File: src/rtl/muldiv_sequencer_pkg.sv
// Shared ISA constants and enums for the iterative multiply/divide sequencer.
package muldiv_sequencer_pkg;

    localparam logic [3:0] ALU_SELECT_ARITHMETIC = 4'd1;
    localparam logic [6:0] FUNCT7_MULTIPLY       = 7'b0000001;

    localparam logic [2:0] FUNCT3_MUL   = 3'b000;
    localparam logic [2:0] FUNCT3_MULH  = 3'b001;
    localparam logic [2:0] FUNCT3_MULSU = 3'b010;
    localparam logic [2:0] FUNCT3_MULU  = 3'b011;
    localparam logic [2:0] FUNCT3_DIV   = 3'b100;
    localparam logic [2:0] FUNCT3_DIVU  = 3'b101;
    localparam logic [2:0] FUNCT3_REM   = 3'b110;
    localparam logic [2:0] FUNCT3_REMU  = 3'b111;

    typedef enum logic [1:0] {
        S_IDLE,
        S_MUL,
        S_DIV,
        S_DONE
    } muldiv_state_t;

    typedef enum logic [2:0] {
        OP_MUL   = 3'b000,
        OP_MULH  = 3'b001,
        OP_MULSU = 3'b010,
        OP_MULU  = 3'b011,
        OP_DIV   = 3'b100,
        OP_DIVU  = 3'b101,
        OP_REM   = 3'b110,
        OP_REMU  = 3'b111
    } muldiv_op_t;

    function automatic logic is_rem_op(muldiv_op_t op);
        return (op == OP_REM) || (op == OP_REMU);
    endfunction

endpackage

File: src/rtl/muldiv_step.sv
// One iteration of the shared {hi,lo} accumulator: shift-add multiply step or
// restoring-divide step. Divide step exists only when MULDIV_DIV_EN is defined.
module muldiv_step #(
    parameter int XLEN = 32
) (
    input  logic              is_div,
    input  logic [2*XLEN-1:0] acc_in,
    input  logic [XLEN-1:0]   operand,
    output logic [2*XLEN-1:0] acc_out
);

    logic [XLEN-1:0] hi;
    logic [XLEN-1:0] lo;
    logic [XLEN:0]   mul_sum;
    logic [2*XLEN-1:0] mul_next;

    assign hi = acc_in[2*XLEN-1:XLEN];
    assign lo = acc_in[XLEN-1:0];

    // Multiplier lives in lo; the carry of the add shifts back into hi.
    assign mul_sum  = {1'b0, hi} + (lo[0] ? {1'b0, operand} : {(XLEN+1){1'b0}});
    assign mul_next = {mul_sum, lo[XLEN-1:1]};

`ifdef MULDIV_DIV_EN
    logic [XLEN:0] shifted;
    logic [XLEN:0] diff;

    // Remainder in hi, dividend shifting out of lo while quotient bits shift in.
    assign shifted = {hi, lo[XLEN-1]};
    assign diff    = shifted - {1'b0, operand};

    always_comb begin
        acc_out = mul_next;
        if (is_div) begin
            if (!diff[XLEN]) begin
                acc_out = {diff[XLEN-1:0], lo[XLEN-2:0], 1'b1};
            end else begin
                acc_out = {shifted[XLEN-1:0], lo[XLEN-2:0], 1'b0};
            end
        end
    end
`else
    assign acc_out = is_div ? acc_in : mul_next;
`endif

endmodule

File: src/rtl/muldiv_sequencer.sv
// Iterative RV-style MUL/DIV sequencer with valid/ready handshake.
// Define MULDIV_DIV_EN to build the restoring divider; otherwise divides return 0.
module muldiv_sequencer
    import muldiv_sequencer_pkg::*;
#(
    parameter int XLEN  = 32,
    parameter int CNT_W = $clog2(XLEN) + 1
) (
    input  logic            clk,
    input  logic            reset,
    input  logic            flush,
    input  logic            in_valid,
    output logic            in_ready,
    input  logic [3:0]      alu_select,
    input  logic [2:0]      funct3,
    input  logic [6:0]      funct7,
    input  logic [XLEN-1:0] operand_a,
    input  logic [XLEN-1:0] operand_b,
    output logic            out_valid,
    input  logic            out_ready,
    output logic [XLEN-1:0] result,
    output logic            busy
);

    muldiv_state_t     state;
    muldiv_op_t        op;
    logic [2*XLEN-1:0] acc;
    logic [2*XLEN-1:0] step_acc;
    logic [XLEN-1:0]   operand_q;
    logic              negate;
    logic [CNT_W-1:0]  count;

    logic              a_neg;
    logic              b_neg;
    logic [XLEN-1:0]   abs_a;
    logic [XLEN-1:0]   abs_b;
    logic              accept_req;
    logic              step_is_div;
    logic [2*XLEN-1:0] product;
    logic [XLEN-1:0]   mul_result;

    assign in_ready    = (state == S_IDLE) && !flush && !reset;
    assign busy        = (state != S_IDLE);
    assign accept_req  = in_valid && in_ready &&
                         (alu_select == ALU_SELECT_ARITHMETIC) &&
                         (funct7 == FUNCT7_MULTIPLY);

    assign a_neg = operand_a[XLEN-1];
    assign b_neg = operand_b[XLEN-1];
    assign abs_a = a_neg ? -operand_a : operand_a;
    assign abs_b = b_neg ? -operand_b : operand_b;

    assign step_is_div = (state == S_DIV);

    muldiv_step #(
        .XLEN(XLEN)
    ) u_step (
        .is_div  (step_is_div),
        .acc_in  (acc),
        .operand (operand_q),
        .acc_out (step_acc)
    );

    // Signed variants iterated on magnitudes; the sign is restored here.
    assign product    = negate ? -acc : acc;
    assign mul_result = (op == OP_MUL) ? product[XLEN-1:0] : product[2*XLEN-1:XLEN];

`ifdef MULDIV_DIV_EN
    logic [XLEN-1:0] orig_a;
    logic            special;
    logic [XLEN-1:0] quotient;
    logic [XLEN-1:0] remainder;
    logic [XLEN-1:0] div_result;
    logic [XLEN-1:0] special_result;

    assign quotient   = acc[XLEN-1:0];
    assign remainder  = acc[2*XLEN-1:XLEN];
    assign div_result = is_rem_op(op) ? (negate ? -remainder : remainder)
                                      : (negate ? -quotient  : quotient);

    // operand_q holds |b|, so zero here means divide-by-zero, else signed overflow.
    assign special_result = (operand_q == '0) ? (is_rem_op(op) ? orig_a : {XLEN{1'b1}})
                                              : (is_rem_op(op) ? {XLEN{1'b0}} : orig_a);
`endif

    always_ff @(posedge clk or posedge reset) begin
        if (reset) begin
            state     <= S_IDLE;
            op        <= OP_MUL;
            acc       <= '0;
            operand_q <= '0;
            negate    <= 1'b0;
            count     <= '0;
            result    <= '0;
            out_valid <= 1'b0;
`ifdef MULDIV_DIV_EN
            orig_a    <= '0;
            special   <= 1'b0;
`endif
        end else if (flush) begin
            state     <= S_IDLE;
            count     <= '0;
            out_valid <= 1'b0;
        end else begin
            case (state)
                S_IDLE: begin
                    if (accept_req) begin
                        op    <= muldiv_op_t'(funct3);
                        count <= '0;
                        // Unknown funct3 falls to default and is not accepted.
                        case (funct3)
                            FUNCT3_MUL, FUNCT3_MULU: begin
                                acc       <= {{XLEN{1'b0}}, operand_a};
                                operand_q <= operand_b;
                                negate    <= 1'b0;
                                state     <= S_MUL;
                            end
                            FUNCT3_MULH: begin
                                acc       <= {{XLEN{1'b0}}, abs_a};
                                operand_q <= abs_b;
                                negate    <= a_neg ^ b_neg;
                                state     <= S_MUL;
                            end
                            FUNCT3_MULSU: begin
                                acc       <= {{XLEN{1'b0}}, abs_a};
                                operand_q <= operand_b;
                                negate    <= a_neg;
                                state     <= S_MUL;
                            end
                            FUNCT3_DIV, FUNCT3_REM: begin
`ifdef MULDIV_DIV_EN
                                acc       <= {{XLEN{1'b0}}, abs_a};
                                operand_q <= abs_b;
                                negate    <= (funct3 == FUNCT3_DIV) ? (a_neg ^ b_neg) : a_neg;
                                orig_a    <= operand_a;
                                special   <= (operand_b == '0) ||
                                             ((operand_a == {1'b1, {(XLEN-1){1'b0}}}) &&
                                              (operand_b == {XLEN{1'b1}}));
                                state     <= S_DIV;
`else
                                result    <= '0;
                                out_valid <= 1'b1;
                                state     <= S_DONE;
`endif
                            end
                            FUNCT3_DIVU, FUNCT3_REMU: begin
`ifdef MULDIV_DIV_EN
                                acc       <= {{XLEN{1'b0}}, operand_a};
                                operand_q <= operand_b;
                                negate    <= 1'b0;
                                orig_a    <= operand_a;
                                special   <= (operand_b == '0);
                                state     <= S_DIV;
`else
                                result    <= '0;
                                out_valid <= 1'b1;
                                state     <= S_DONE;
`endif
                            end
                            default: begin
                                state <= S_IDLE;
                            end
                        endcase
                    end
                end
                S_MUL: begin
                    if (count == CNT_W'(XLEN)) begin
                        result    <= mul_result;
                        out_valid <= 1'b1;
                        state     <= S_DONE;
                    end else begin
                        acc   <= step_acc;
                        count <= count + CNT_W'(1);
                    end
                end
                S_DIV: begin
`ifdef MULDIV_DIV_EN
                    if (special) begin
                        result    <= special_result;
                        out_valid <= 1'b1;
                        state     <= S_DONE;
                    end else if (count == CNT_W'(XLEN)) begin
                        result    <= div_result;
                        out_valid <= 1'b1;
                        state     <= S_DONE;
                    end else begin
                        acc   <= step_acc;
                        count <= count + CNT_W'(1);
                    end
`else
                    state <= S_IDLE;
`endif
                end
                S_DONE: begin
                    if (out_ready) begin
                        out_valid <= 1'b0;
                        state     <= S_IDLE;
                    end
                end
                default: begin
                    state <= S_IDLE;
                end
            endcase
        end
    end

endmodule

File: config.mk
export PLATFORM = sky130hd
export DESIGN_NAME = muldiv_sequencer
export DESIGN_NICKNAME = d
export VERILOG_FILES = /design/src/rtl/muldiv_sequencer_pkg.sv /design/src/rtl/muldiv_step.sv /design/src/rtl/muldiv_sequencer.sv
export SDC_FILE = /design/constraint.sdc
export NUM_CORES = 1
export LEC_CHECK = 0
export ABC_AREA = 1
export CAP_MARGIN = 20
export CORE_UTILIZATION = 35
export DETAILED_ROUTE_END_ITERATION = 7
export SYNTH_ARGS = -nofsm -noshare
export SYNTH_HDL_FRONTEND = slang
export SYNTH_SLANG_ARGS = --single-unit
File: constraint.sdc
create_clock -name clk -period 9.8 [get_ports clk]
set_input_delay 1.96 -clock clk [delete_from_list [all_inputs] [get_ports clk]]
set_output_delay 1.96 -clock clk [all_outputs]
set_load 0.02 [all_outputs]
**After elaboration in Yosys (flattened, before gate mapping)**

Index checks and enable logic that the tools add are counted.

- Register bits: 141
- Input port bits: 83
- Output and inout port bits: 35

- $add $sub $neg: 5
- Equal/unequal tests: 24
- Mux-type cells: 32
- Bitwise logic cells: 2
- Reduce and logical (&&, ||, !) cells: 29

Operator list:

| kind | count |
|---|---|
| two-way mux 64 bit | 4 |
| case mux 64 bit (2 select lines) | 2 |
| two-way mux 32 bit | 7 |
| case mux 32 bit (2 select lines) | 2 |
| negation 32 bit | 2 |
| negation 64 bit | 1 |
| adder 32 x 33 -> 33 bit | 1 |
| two-way mux 6 bit | 3 |
| inequality test 3 bit, second input constant | 5 |
| equality test 3 bit, second input constant | 4 |
| case mux 6 bit (2 select lines) | 1 |
| inequality test 2 bit, second input constant | 5 |
| AND reduction 5 bit | 2 |
| AND reduction 3 bit | 3 |
| two-way mux 2 bit | 4 |
| case mux 2 bit (4 select lines) | 1 |
| AND reduction 4 bit | 2 |
| OR reduction 4 bit | 2 |
| equality test 7 x 1 -> 1 bit, second input constant | 1 |
| adder 6 x 1 -> 6 bit, second input constant | 1 |
| equality test 3 x 2 -> 1 bit, second input constant | 2 |
| equality test 6 bit, second input constant | 1 |
| zero test 3 bit | 2 |
| case mux 1 bit (3 select lines) | 2 |
| 18 further kinds | 32 |

**Depth between registers and ports, before layout**

- Depth after elaboration: 9
- Depth in mapped cells: 19
- Mapped depth without buffers: 17

**Modules after synthesis**

Synthesis repeated with hierarchy kept, for this count alone.

- Cells, all modules: 2313
- Area, all modules: 13446.6 sq um

By module, submodules not included:

| module | instances | cells each | area an instance (sq um) | sequential area each (sq um) |
|---|---|---|---|---|
| muldiv_sequencer | 1 | 1567 | 10042.1 | 3528.4 |
| muldiv_step | 1 | 746 | 3404.5 | 0.0 |

**Worst setup path before layout**

No wires, ideal clock.

- Path kind: input -> output
- Start point: input port reset
- End point: output port in_ready
- Arrival: 5540 ps
- Data required time: 7840 ps
- Setup slack: 2300 ps
- Cell stages on the path: 3
- Cell sequence: inv_1 > nand3_2 > inv_1

- Cells in the longest elaborated chain, start to end: 2

Ends and longest elaborated chain:

| element | line | text |
|---|---|---|
| from (decl) | muldiv_sequencer.sv:10 | `input logic reset,` |
| zero test 1 bit (no source line) | n/a |  |
| logical AND 1 bit | muldiv_sequencer.sv:42 | `assign in_ready = (state == S_IDLE) && !flush && !reset;` |
| to (decl) | muldiv_sequencer.sv:13 | `output logic in_ready,` |

No other way between the ends.

**Final worst setup path**

Ends and elaborated chain as after synthesis.

==> parameters.txt <==
Parameter                              Value

Critical path
  Sort of element at the start of the critical path    input pin
  Worst-case register-to-register setup slack    approximately 6800 ps
  Largest stage delay on the critical path    620 ps
  Cell type of the slowest stage on the worst timing path    sky130_fd_sc_hd__clkdlybuf4s50_1
  Worst Path Max Fanout    92
  WP data arrival    3990 ps
  Required arrival time at the worst endpoint    about 8000 ps
  Startpoint of the worst-slack reg-to-reg timing path    state[1]
  Top cell by count, worst path    sky130_fd_sc_hd__clkdlybuf4s50_1
  Critical path, cell by cell    clkdlybuf4s50_1 -> inv_6 -> nand3_2 -> inv_1 -> clkdlybuf4s50_1
  Critical Setup Path Class    input pin to output port
  Endpoint of the most critical register-to-register path    acc[41]
  Number of cells on the worst reg-to-reg path    8
  Element type at the critical path end    output port

GRT
  Number of global-route vias before repair    around 13000
  Total grt overflow    0
  First-pass GRT wire length    69000 um
  Global-route usage over all layers    0.242
  Antenna violations before repair    0
  Pin count of the biggest net entering global routing    93

Synth
  Post-synthesis cell area    0.0126 mm^2
  Nets in the synthesized netlist    2229
  Share of the yosys chip area belonging to registers    0.281
  Post-synth EDFFs    0
  Synth Area in XOR/XNOR    0.0251
  Simple-gate area share of the yosys netlist    0.429
  Mean cell area of the mapped netlist    5.96 um^2
  Synth async-reset ratio    1.00
  Top cells by instance count after synthesis    sky130_fd_sc_hd__nand2_1, sky130_fd_sc_hd__nor2_1, sky130_fd_sc_hd__inv_1
  Mux cell area share after synthesis    0
  Post-synthesis adder-cell area fraction    0.0384
  Cell variety after synth    43
  Compound-Gate Fraction of Synth Area    0.119
  Combinational family with the most area after synthesis    simple AND/OR/NAND/NOR gates
  Most area-consuming cells after synthesis    sky130_fd_sc_hd__dfrtp_1, sky130_fd_sc_hd__nand2_1, sky130_fd_sc_hd__nand3_1
  Main synth FF type    sky130_fd_sc_hd__dfrtp_1
  Share of the synthesized area in the top cell type    0.281
  Number of synthesized register bits    141
  Gate count after technology mapping    2108
  Library cell with the largest summed area after synthesis    sky130_fd_sc_hd__dfrtp_1
  Yosys warnings    0
  Most used standard cell by instance count after synthesis    sky130_fd_sc_hd__nand2_1

Clock tree
  Number of levels in the clock H-tree    4
  Number of buffers inserted to repair setup after CTS    0
  Total clock buffers created by CTS    17
  Clock tree from TritonCTS    built
  Clock sink count    between 100 and 150
  Gates resized, CTS repair    0
  Insertion delay to the later sink of the worst-skew pair    450 ps
  CTS clk-pin slew, worst paths    70 ps
  Post-cts hold buffer count    0
  Cell at the root of the clock tree    sky130_fd_sc_hd__clkbuf_16
  Maximum clock insertion buffer count    2

Power
  Leakage component of the power    a little under 8 nW
  PD cells    198 mW/mm^2
  VDD IR max    ~0.13 mV

Floorplan
  Width of the die    191 um
  Die Y    191 um
  Area of the die    ~0.037 mm^2
  Core box area    0.0355 mm^2
  Starting Density    0.354
  Std-Cell Rows    69
  IO Count    118

STA
  Maximum clock skew at final layout    17.7 ps
  Final period demand of the worst path    5950 ps
  Worst Tran Pin Value    879 ps
  Final setup violating endpoints    0
  Setup repair after global routing missed its margin    false
  Max Freq    around 170 MHz
  Slew Limit Fails    0
  Hold Violations, Final    0
  Setup Total Neg Slack    0 ps
  Tcrit/Tclk final    0.607
  Hold slack final    ~480 ps
  Max-slew headroom at the worst pin    0.414

Worst hold path
  Worst Hold End    result[11]
  Hold depth    2
  Path type of the worst min-delay path    register to register
  Startpoint of the lowest-slack hold path    result[11]

Place
  HPWL after detailed placement    34100 um
  Post-detailed-placement cell area    0.0141 mm^2
  Final weighted congestion in routability-driven placement    between 0.9 and 1
  Port buffer count    117

Finish
  Relative area change from synthesis to final layout    17.0%
  Number of antenna cells inserted    0
  Final instance area    0.0147 mm^2
  Fraction of final layout cells sized beyond drive strength 1    0.0403
  Utilization after layout    0.414
  Footprint of the multi-input gates    just under 0.008 mm^2
  Fillers    about 3900
  Area taken by flip-flops and latches    approximately 0.0035 mm^2
  Net count, final    approximately 2300

Detailed routing
  Detailed-routing iteration count for the pre-antenna-repair pass    6
  First DRT Iteration DRCs    1275
  M1 wire length    20600 um
  Met2 layer wire length in the routed design    18800 um
  Post-route DRC    0
  Routed wire per std cell    16.1 um
  Detail Route Antenna Nets    0
  Total wire length after detailed routing    43000 um
  Ratio of routed vias to standard cells    5.11
  Total number of vias    13635
  Amount of wire on met3 after detailed routing    2550 um
  Uppermost metal layer occupied by signal nets    met4

Run status
  Run status    completed

Run
  Number of max-capacitance violations reported    0
## stage by stage
stage | cells | power, mW | setup WS [ps]
floorplan | 2108 | 1.73 | 2300
global placement | 2634 | 2.16 | 3770
detailed placement | 2634 | 2.19 | 3780
CTS | 2666 | 2.90 | 3770
global route | 2667 | 3.12 | 3640
finish | 2667 | 2.91 | 3850
## routing by layer
layer / vias up / track usage
met1: 6253 / 0.343
met5: - / 0
met2: 424 / 0.382
met3: 42 / 0.0283
li1: 6916 / -
met4: 0 / 0.0739
## cell type report
class | instances | share of cell area
Clock inverter | 15 | 0.0128
Tap cell | 461 | 0.0392
Timing Repair Buffer | 125 | 0.0851
Sequential cell | 141 | 0.240
Inverter | 275 | 0.0706
Multi-Input combinational cell | 1633 | 0.523
Clock buffer | 17 | 0.0289
## how the worst max path moves through the flow
stage / startpoint / endpoint / slack, ps / depth (start not counted)
3_3_place_gp: reset / in_ready / 3770 / 5
4_1_cts: reset / in_ready / 3770 / 5
2_1_floorplan: reset / in_ready / 2300 / 3
5_1_grt: reset / in_ready / 3640 / 5
3_5_place_dp: reset / in_ready / 3780 / 5
6_report: reset / in_ready / 3850 / 5
## critical path: cells and delay by family
family / cells / cell delay [ps]
buf+inv: 4 / 1810
simple gates: 1 / 200
## cell usage in the layout, fill, tap and decap left out, types with 17 or more instances in the layout
master and n:
sky130_fd_sc_hd__clkbuf_16 17, sky130_fd_sc_hd__clkdlybuf4s50_1 117, sky130_fd_sc_hd__a21oi_1 94, sky130_fd_sc_hd__dfrtp_1 140
sky130_fd_sc_hd__nor3_1 22, sky130_fd_sc_hd__nand4_1 26, sky130_fd_sc_hd__nand2_1 694, sky130_fd_sc_hd__xor2_1 25
sky130_fd_sc_hd__ha_1 37, sky130_fd_sc_hd__nor2_1 278, sky130_fd_sc_hd__inv_1 265, sky130_fd_sc_hd__o21ai_0 98
sky130_fd_sc_hd__o21ai_1 29, sky130_fd_sc_hd__nand3_1 221
## flip-flops by register name, summed over array words and instances, names as in the netlist
| signal | flops |
|---|---|
| operand_q | 32 |
| state | 2 |
| negate | 1 |
| out_valid | 1 |
| result | 32 |
| op | 3 |
| acc | 64 |
| count | 6 |
## logic make-up after synthesis
family,count (synthesis)
xor gates and xnor gates,36
AOI/OAI and AO/OA,273
DFF,141
buffers and inverters,334
adders and majority gates,38
and+or+nand+nor,1286
## power breakdown
group | total (mW) | switching, mW | internal, mW
clock | 0.709 | 0.318 | 0.391
combinational | 1.25 | 0.790 | 0.457
sequential | 0.953 | 0.208 | 0.745
total | 2.91 | 1.32 | 1.59
(Power assumes the default switching activity.)
